**config.mk**
```make
export PLATFORM = sky130hd
export DESIGN_NAME = stream_demux_1ton
export DESIGN_NICKNAME = d
export VERILOG_FILES = /design/src/rtl/stream_demux_1ton.sv
export SDC_FILE = /design/constraint.sdc
export NUM_CORES = 1
export LEC_CHECK = 0
export BUFFER_PORTS_ARGS = -buffer_cell sky130_fd_sc_hd__buf_4
export CAP_MARGIN = 20
export CORE_MARGIN = 5
export CORE_UTILIZATION = 44
export DETAILED_ROUTE_END_ITERATION = 10
export GPL_TIMING_DRIVEN = 0
export PLACE_DENSITY = 0.81
export SLEW_MARGIN = 25
export SYNTH_ARGS = -nofsm -noshare
export SYNTH_HDL_FRONTEND = slang
export SYNTH_SLANG_ARGS = --single-unit
```
**constraint.sdc**
```tcl
create_clock -name clk -period 2.33 [get_ports clk]
set_clock_uncertainty 0.15 [all_clocks]
set_input_delay 0.233 -clock clk [delete_from_list [all_inputs] [get_ports clk]]
set_output_delay 0.233 -clock clk [all_outputs]
set_load 0.05 [all_outputs]
```
**src/rtl/stream_demux_1ton.sv**
```systemverilog
// Packet-aware 1-to-NUM_CH stream demultiplexer with a single registered output stage.
// The channel is locked on the first beat; out-of-range packets are swallowed and counted.
module stream_demux_1ton #(
    parameter int DATA_W = 8,
    parameter int NUM_CH = 8,
    parameter int SEL_W  = 3
) (
    input  logic              clk,
    input  logic              reset,
    input  logic [DATA_W-1:0] in_data,
    input  logic              in_valid,
    input  logic              in_last,
    output logic              in_ready,
    input  logic [SEL_W-1:0]  select,
    output logic [DATA_W-1:0] out_data,
    output logic              out_last,
    output logic [NUM_CH-1:0] out_valid,
    input  logic [NUM_CH-1:0] out_ready,
    output logic [SEL_W-1:0]  cur_sel,
    output logic              busy,
    output logic [7:0]        drop_count
);

    typedef enum logic {IDLE, PKT} state_t;

    localparam logic [SEL_W:0] NUM_CH_W = (SEL_W+1)'(NUM_CH);

    state_t            state_q, state_d;
    logic [SEL_W-1:0]  lock_sel_q, lock_sel_d;
    logic              drop_q, drop_d;
    logic              hold_vld_q, hold_vld_d;
    logic [SEL_W-1:0]  hold_ch_q, hold_ch_d;
    logic [DATA_W-1:0] data_q, data_d;
    logic              last_q, last_d;
    logic [7:0]        drop_cnt_q, drop_cnt_d;

    logic first_beat, sel_oob, dropping, held_ready, drain, accept;

    // Only the held channel's ready matters; everything else is ignored.
    always_comb begin
        held_ready = 1'b0;
        for (int i = 0; i < NUM_CH; i++) begin
            if (hold_ch_q == SEL_W'(i)) held_ready = out_ready[i];
        end
    end

    assign first_beat = (state_q == IDLE);
    assign sel_oob    = ({1'b0, select} >= NUM_CH_W);
    assign dropping   = first_beat ? sel_oob : drop_q;
    assign drain      = hold_vld_q && held_ready;
    assign in_ready   = dropping || !hold_vld_q || held_ready;
    assign accept     = in_valid && in_ready;

    always_comb begin
        state_d    = state_q;
        lock_sel_d = lock_sel_q;
        drop_d     = drop_q;
        hold_vld_d = hold_vld_q;
        hold_ch_d  = hold_ch_q;
        data_d     = data_q;
        last_d     = last_q;
        drop_cnt_d = drop_cnt_q;

        if (drain) hold_vld_d = 1'b0;

        if (accept) begin
            state_d = in_last ? IDLE : PKT;
            if (first_beat) begin
                lock_sel_d = select;
                drop_d     = sel_oob;
                if (sel_oob && drop_cnt_q != 8'hFF) drop_cnt_d = drop_cnt_q + 8'd1;
            end
            // A reload in the drain cycle overrides the clear above: no bubble.
            if (!dropping) begin
                hold_vld_d = 1'b1;
                hold_ch_d  = first_beat ? select : lock_sel_q;
                data_d     = in_data;
                last_d     = in_last;
            end
        end
    end

    always_ff @(posedge clk or posedge reset) begin
        if (reset) begin
            state_q    <= IDLE;
            lock_sel_q <= '0;
            drop_q     <= 1'b0;
            hold_vld_q <= 1'b0;
            hold_ch_q  <= '0;
            data_q     <= '0;
            last_q     <= 1'b0;
            drop_cnt_q <= 8'd0;
        end else begin
            state_q    <= state_d;
            lock_sel_q <= lock_sel_d;
            drop_q     <= drop_d;
            hold_vld_q <= hold_vld_d;
            hold_ch_q  <= hold_ch_d;
            data_q     <= data_d;
            last_q     <= last_d;
            drop_cnt_q <= drop_cnt_d;
        end
    end

    for (genvar g = 0; g < NUM_CH; g++) begin : g_vld
        assign out_valid[g] = hold_vld_q && (hold_ch_q == SEL_W'(g));
    end

    assign out_data   = data_q;
    assign out_last   = last_q;
    assign cur_sel    = lock_sel_q;
    assign busy       = (state_q == PKT);
    assign drop_count = drop_cnt_q;

endmodule

```
==> results of run 1 <==
==> layer usage <==
metal	wire (um)	vias to the layer above
met5	0	-
met4	0	0
met3	295	0
met2	1130	43
met1	948	375
li1	-	415
==> registers in the layout (all words and copies together), names as in the netlist <==
signal	flops
out_data	8
cur_sel	3
hold_ch_q	3
busy	1
drop_q	1
hold_vld_q	1
out_last	1
==> cell type report <==
class                           count  area share, %
Multi-Input combinational cell     62           33.3
Inverter                            7           1.73
Timing Repair Buffer               49           25.1
Sequential cell                    18           29.7
Clock buffer                        4           2.39
Tap cell                           28           2.31
Buffer                             11           5.44
==> logic make-up after synthesis <==
logic type	count (synthesis)	share of synthesized area, %
other	1	0.364
and+or+nand+nor	25	11.5
buffers and inverters	18	10.6
AOI/OAI and AO/OA	13	13.8
DFF	18	43.7
muxes	16	20.0
==> power breakdown <==
group / switching (W) / internal [W] / leakage, nW
registers: 0.000112 / 0.000466 / 0.211
logic: 0.00113 / 0.000672 / 0.541
clock network: 0.0000986 / 0.0000952 / 0.0210
total: 0.00134 / 0.00123 / 0.773
==> worst min-delay path by stage <==
stage | to | slack [ns] | depth (start not counted) | from
2_1_floorplan | busy | 0.02 | 1 | reset
3_3_place_gp | out_data[1] | 0.21 | 2 | reset
3_5_place_dp | out_data[0] | 0.23 | 2 | reset
4_1_cts | out_data[4] | 0.004 | 2 | in_data[4]
5_1_grt | out_data[4] | 0.00008 | 2 | in_data[4]
6_report | out_data[4] | 0.006 | 2 | in_data[4]
==> placed cells by master, fill, tap and decap left out, types with 3 or more instances in the layout <==
master,instances
conb_1,8
nand2_1,7
nor2_1,6
clkbuf_4,3
mux2_4,8
nand2b_1,4
dlygate4sd3_1,4
buf_4,53
mux2i_1,3
inv_1,7
dfrtp_1,17
mux2_1,4
==> repair_timing <==
item | in CTS | in global routing
buffers inserted | 0 | 1
gates resized for setup | 0 | 4
hold buffers | 3 | 1
endpoints found under the hold margin | 20 | 1
endpoints found under the setup margin | 0 | 1
==> stage by stage <==
step	hold WS (ns)	power [W]	std cells	setup TNS, ns	utilization, %
3_3_place_gp	0.211	0.00230	170	0	63.7
5_1_grt	0.0000756	0.00271	179	-0.00174	68.0
3_5_place_dp	0.227	0.00233	170	0	63.7
6_report	0.00591	0.00258	179	0	68.0
2_1_floorplan	0.0216	0.00189	98	0	-
4_1_cts	0.00402	0.00253	177	0	66.7
==> run summary, run 1 <==
- completed — outcome
- 0 — number of antenna-violating nets in the routed design
- 1.14 mV — peak ir drop on the vdd network
- 833 — number of vias in the routed layout
- 0 — count of flip-flops with a built-in enable after synthesis
- 55.4% — relative slew slack
- 18 x dfrtp_1, 9 x buf_4, 8 x mux2_4, 8 x nand2_1, 7 x inv_1 — most common library cells after synthesis
- 96.2% — final cycle utilization of the critical path
- o31ai_4 — slowest cell on the critical path
- in -> reg — worst hold path class
- 2 — maximum count of clock buffers along a single path
- 0.14 ns — Worst R2R Setup Slack
- 446 MHz — achievable frequency
- 0 — Pins Over Slew Limit
- 1.95 ns — Worst EP required
- 1030 um^2 — synthesized area
- 0.773 nW — static leakage power
- 2 — number of buffers and inverters on the critical path
- 9 — critical path peak fanout
- dfrtp_1 — Synth area leader
- 3 — number of buffers created by CTS
- 0.132 ns — setup slack at placement
- 17.5% — met1 track demand over resource in global routing
- 6 — path depth of the worst reg2reg path
- 4.61% — met3 demand-to-capacity share in global routing
- 1.86 ns — signal arrival time at the worst endpoint
- 11.3 um^2 — per-instance average area after synthesis
- hold_ch_q[1] — startpoint of the worst setup timing path
- reg -> out — classification of the worst setup path
- 0 — final setup vio count
- dfrtp_1 44%, mux2_4 12%, buf_4 6.6% — biggest area contributors in the synthesized netlist
- 1420 um^2 — Placed Area
- 0.0886 ns — post-route worst setup slack
- 0.11 ns — clock-pin slew reported for the worst setup and hold paths after clock tree synthesis
- done — clock tree from TritonCTS
- 0 — Final Hold Fails
- 0 — grt total ovfl
- 3410 um^2 — Die Footprint
- met2 — Top Usage Layer GRT
- 0 — Synth warnings
- 100% — share of flip-flops with an asynchronous set or reset
- 1700 nW/um^2 — P per Cell Area
- dfrtp_1 — dominant cell by count in the synthesized netlist
- 47.3% — layout overhead on the synthesized area
- 840 — via count of the first global-routing pass
- 43.7% — Seq/Total Area, Yosys
- 13.8% — total global-route track usage
- 0 — diode insertion count for antenna repair
- 2370 um — routed wire length
- 46.2% — Starting Density
- 53 — Boundary Pins
- clkbuf_4 — Root Buffer Master
- 0 — antenna violations before repair
- 4.65 — number of vias per cell after detailed routing
- 1 — number of H-tree levels
- 6 — number of logic stages on the critical path including buffering
- 49.7% — fraction of layout cells with a size suffix above 1
- 18 — Clock Sink Count
- 505 um^2 — footprint of the multi-input gates
- buf_4 -> nand2b_1 -> o32ai_2 -> o31ai_4 -> nand3_2 -> buf_6 — worst path cell trace
- 0.668 ns — Worst Max-Slew Pin Slew
- 165 — FILL cells
- dfrtp_1 — predominant post-synthesis flop cell
- 44 — Port Buf Inserts
- 17 — Site Rows
- 0.45 ns — longest individual stage delay on the worst path
- 18 — flip-flop and latch count after synthesis
- 43.7% — post-synth top area share
- 1780 um — detailed placer's ending HPWL
- 12 — First DRT Iteration DRCs
- 2230 um^2 — Core Footprint
- 452 um^2 — area occupied by registers
- register — startpoint types
- 58.4 um — Die X
- 23.0% — global routing met2 resource utilization
- 4 — detailed-router iteration count before antenna repair
- in_ready — capturing instance or port of the critical path
- 29 — count of distinct cell types in the synthesized netlist
- 0 — number of DRC violations after detailed routing
- 13.2 um — Routed WL per cell
- 0.29 ns — later-pin clock latency in the skew report
- output port — crit path capture type
- hold_ch_q[2] — origin of the critical flop-to-flop path
- 91 — post-synthesis cell count
- 0 — number of max-capacitance violations reported
- 19 — maximum number of pins on one net before global-route repair
- 58.4 um — vertical die dimension
- 175 — # nets final
- 0.832 — GPL Wtd Cong
- out_last — worst reg2reg endpoint
- 1520 um^2 — cell area after layout
- 2.24 ns — Final min period
- 3710 um — global-route wire length before repair
- compound AO/OA/AOI/OAI gates — category of cells accounting for the largest share of critical-path delay
(Power assumes the default switching activity.)
==> run 2, diff against run 1 <==
- BUFFER_PORTS_ARGS: -buffer_cell sky130_fd_sc_hd__buf_4 -> -buffer_cell sky130_fd_sc_hd__clkbuf_2
==> run 2 against run 1 <==
First-iteration DRC count increased to 2.6 times the previous value. Sequential cell count unchanged. Final area decreased by 8.2%. Highest routed layer unchanged. Register-to-register slack got worse by 0.04 ns. Final cell count decreased by 1.7%. Setup slack improved by 0.0073 ns. Sequential share of layout area increased by 2.7 points. Core utilization decreased by 5.6 points.
==> run summary, run 2 (synthesis results as in run 1) <==
- reg -> reg — classification of the worst setup path
- clkbuf_4 — Root Buffer Master
- 4.76 — number of vias per cell after detailed routing, +2.3%
- 0 — number of max-capacitance violations reported, unchanged
- 0.876 — GPL Wtd Cong, +5.3%
- out_data[0] — worst reg2reg endpoint
- 10 — critical path peak fanout, +1
- 3640 um — global-route wire length before repair, -1.9%
- 0 — final setup vio count, unchanged
- 3 — number of buffers created by CTS, unchanged
- clkbuf_2 — most common cell after layout, fill and taps aside
- 1830 um — detailed placer's ending HPWL, +3.2%
- 2.23 ns — Final min period, -0.00728 ns
- in -> reg — worst hold path class
- 448 MHz — achievable frequency, +0.33%
- 8 — max reg flops, unchanged
- 0 — antenna violations before repair, unchanged
- 0 — diode insertion count for antenna repair, unchanged
- 0.1 ns — Worst R2R Setup Slack, -0.04 ns
- 58.4 um — vertical die dimension, unchanged
- 2 — maximum count of clock buffers along a single path, unchanged
- 0 — number of antenna-violating nets in the routed design, unchanged
- register — crit path capture type
- 13.6% — total global-route track usage, -0.22 points
- 2300 um — routed wire length, -3.0%
- register — startpoint types
- 3 — number of buffers and inverters on the critical path, +1
- buf_4 -> nand2b_1 -> o221ai_2 -> o31ai_4 -> buf_12 -> a21oi_4 -> buf_6 -> mux2_4 — worst path cell trace
- 0.29 ns — later-pin clock latency in the skew report, about the same
- 58.4 um — Die X, unchanged
- 18 — Clock Sink Count, unchanged
- 0 — number of DRC violations after detailed routing, unchanged
- in_data[2] — startpoint of the lowest-slack hold path
- 172 — # nets final, -1.7%
- false — setup repair after global routing missed its margin
- 0 — Pins Over Slew Limit, unchanged
- 13.1 um — Routed WL per cell, -1.4%
- dfrtp_1 — slowest cell on the critical path
- 44 — Port Buf Inserts, unchanged
- hold_ch_q[1] — origin of the critical flop-to-flop path
- 0.662 ns — Worst Max-Slew Pin Slew, -0.00586 ns
- 8 — path depth of the worst reg2reg path, +2
- 4 — detailed-router iteration count before antenna repair, unchanged
- compound AO/OA/AOI/OAI gates — category of cells accounting for the largest share of critical-path delay
- 2 — WHS Path Cells, unchanged
- 0.10 ns — clock-pin slew reported for the worst setup and hold paths after clock tree synthesis, about the same
- 46.2% — Starting Density, unchanged
- 95.9% — final cycle utilization of the critical path, -0.31 points
- done — clock tree from TritonCTS
- 853 — via count of the first global-routing pass, +1.5%
- 2230 um^2 — Core Footprint, unchanged
- 31 — First DRT Iteration DRCs, +19
- 0 — Final Hold Fails, unchanged
- hold_ch_q[1] — startpoint of the worst setup timing path
- 0.37 ns — longest individual stage delay on the worst path, -0.08 ns
- 0 ns — aggregate negative setup slack, unchanged
- 53 — Boundary Pins, unchanged
- 55.8% — relative slew slack, +0.39 points
- completed — outcome
- 3410 um^2 — Die Footprint, unchanged
- 1 — number of H-tree levels, unchanged
- 2.36 ns — Worst EP required, +0.41 ns
- 44 x clkbuf_2, 17 x dfrtp_1, 9 x buf_4 — top library cells by usage in the layout, fill and taps aside
- 0 — grt total ovfl, unchanged
- 35.2% — layout overhead on the synthesized area
- out_data[2] — end of the worst hold path
- 197 — FILL cells, +19%
- 17 — Site Rows, unchanged
- 19 — maximum number of pins on one net before global-route repair, unchanged
- 50.7% — fraction of layout cells with a size suffix above 1, +1.0 points
- 2.27 ns — signal arrival time at the worst endpoint, +0.41 ns
- 838 — number of vias in the routed layout, +0.60%
[run 2: how the worst max path moves through the flow]
stage                     depth (start not counted)           end  slack, ns
final                                             8   out_data[0]        0.1
after global routing                              8   out_data[0]       0.04
after CTS                                         8   out_data[0]       0.05
after detailed placement                          6   out_data[0]       0.14
after global placement                            7   out_data[1]       0.19
after floorplan                                   7  hold_ch_q[1]       0.28
[run 2: stage by stage]
| stage | cell area, um^2 | std cells | util [%] | setup WS (ns) | hold WS (ns) |
|---|---|---|---|---|---|
| 3_3_place_gp | 1310 | 170 | 58.8 | 0.191 | 0.178 |
| 4_1_cts | 1380 | 176 | 61.7 | 0.0508 | 0.00108 |
| 3_5_place_dp | 1310 | 170 | 58.8 | 0.141 | 0.193 |
| 6_report | 1390 | 176 | 62.4 | 0.0958 | 0.0126 |
| 5_1_grt | 1390 | 176 | 62.4 | 0.0388 | 0.00482 |
| 2_1_floorplan | 1060 | 98 | - | 0.281 | 0.0216 |
[run 2: layer usage]
metal  routed length [um]  global-route usage [%]  vias to the layer above
li1                     -                       -                      407
met1                  964                    16.5                      385
met2                 1030                    22.8                       46
met3                  300                    4.61                        0
met4                    0                    3.97                        0
met5                    0                       0                        -
[run 2: what timing repair did]
action	in CTS	in global routing
buffers inserted	1	0
pin swaps	1	0
endpoints found under the hold margin	18	0
setup endpoints to repair	1	10
hold buffers	1	0
gates resized for setup	0	3
[run 2: cell type report]
type	count	area [um^2]	share of cell area (%)
Tap cell	28	35.0	2.51
Sequential cell	18	452	32.4
Clock buffer	4	36.3	2.60
Buffer	11	82.6	5.92
Inverter	7	26.3	1.89
Multi-Input combinational cell	62	512	36.7
Timing Repair Buffer	46	250	18.0
Power of run 2 is not shown: default switching activity piles up to over one toggle a cycle in this logic, so the estimate is an artifact.
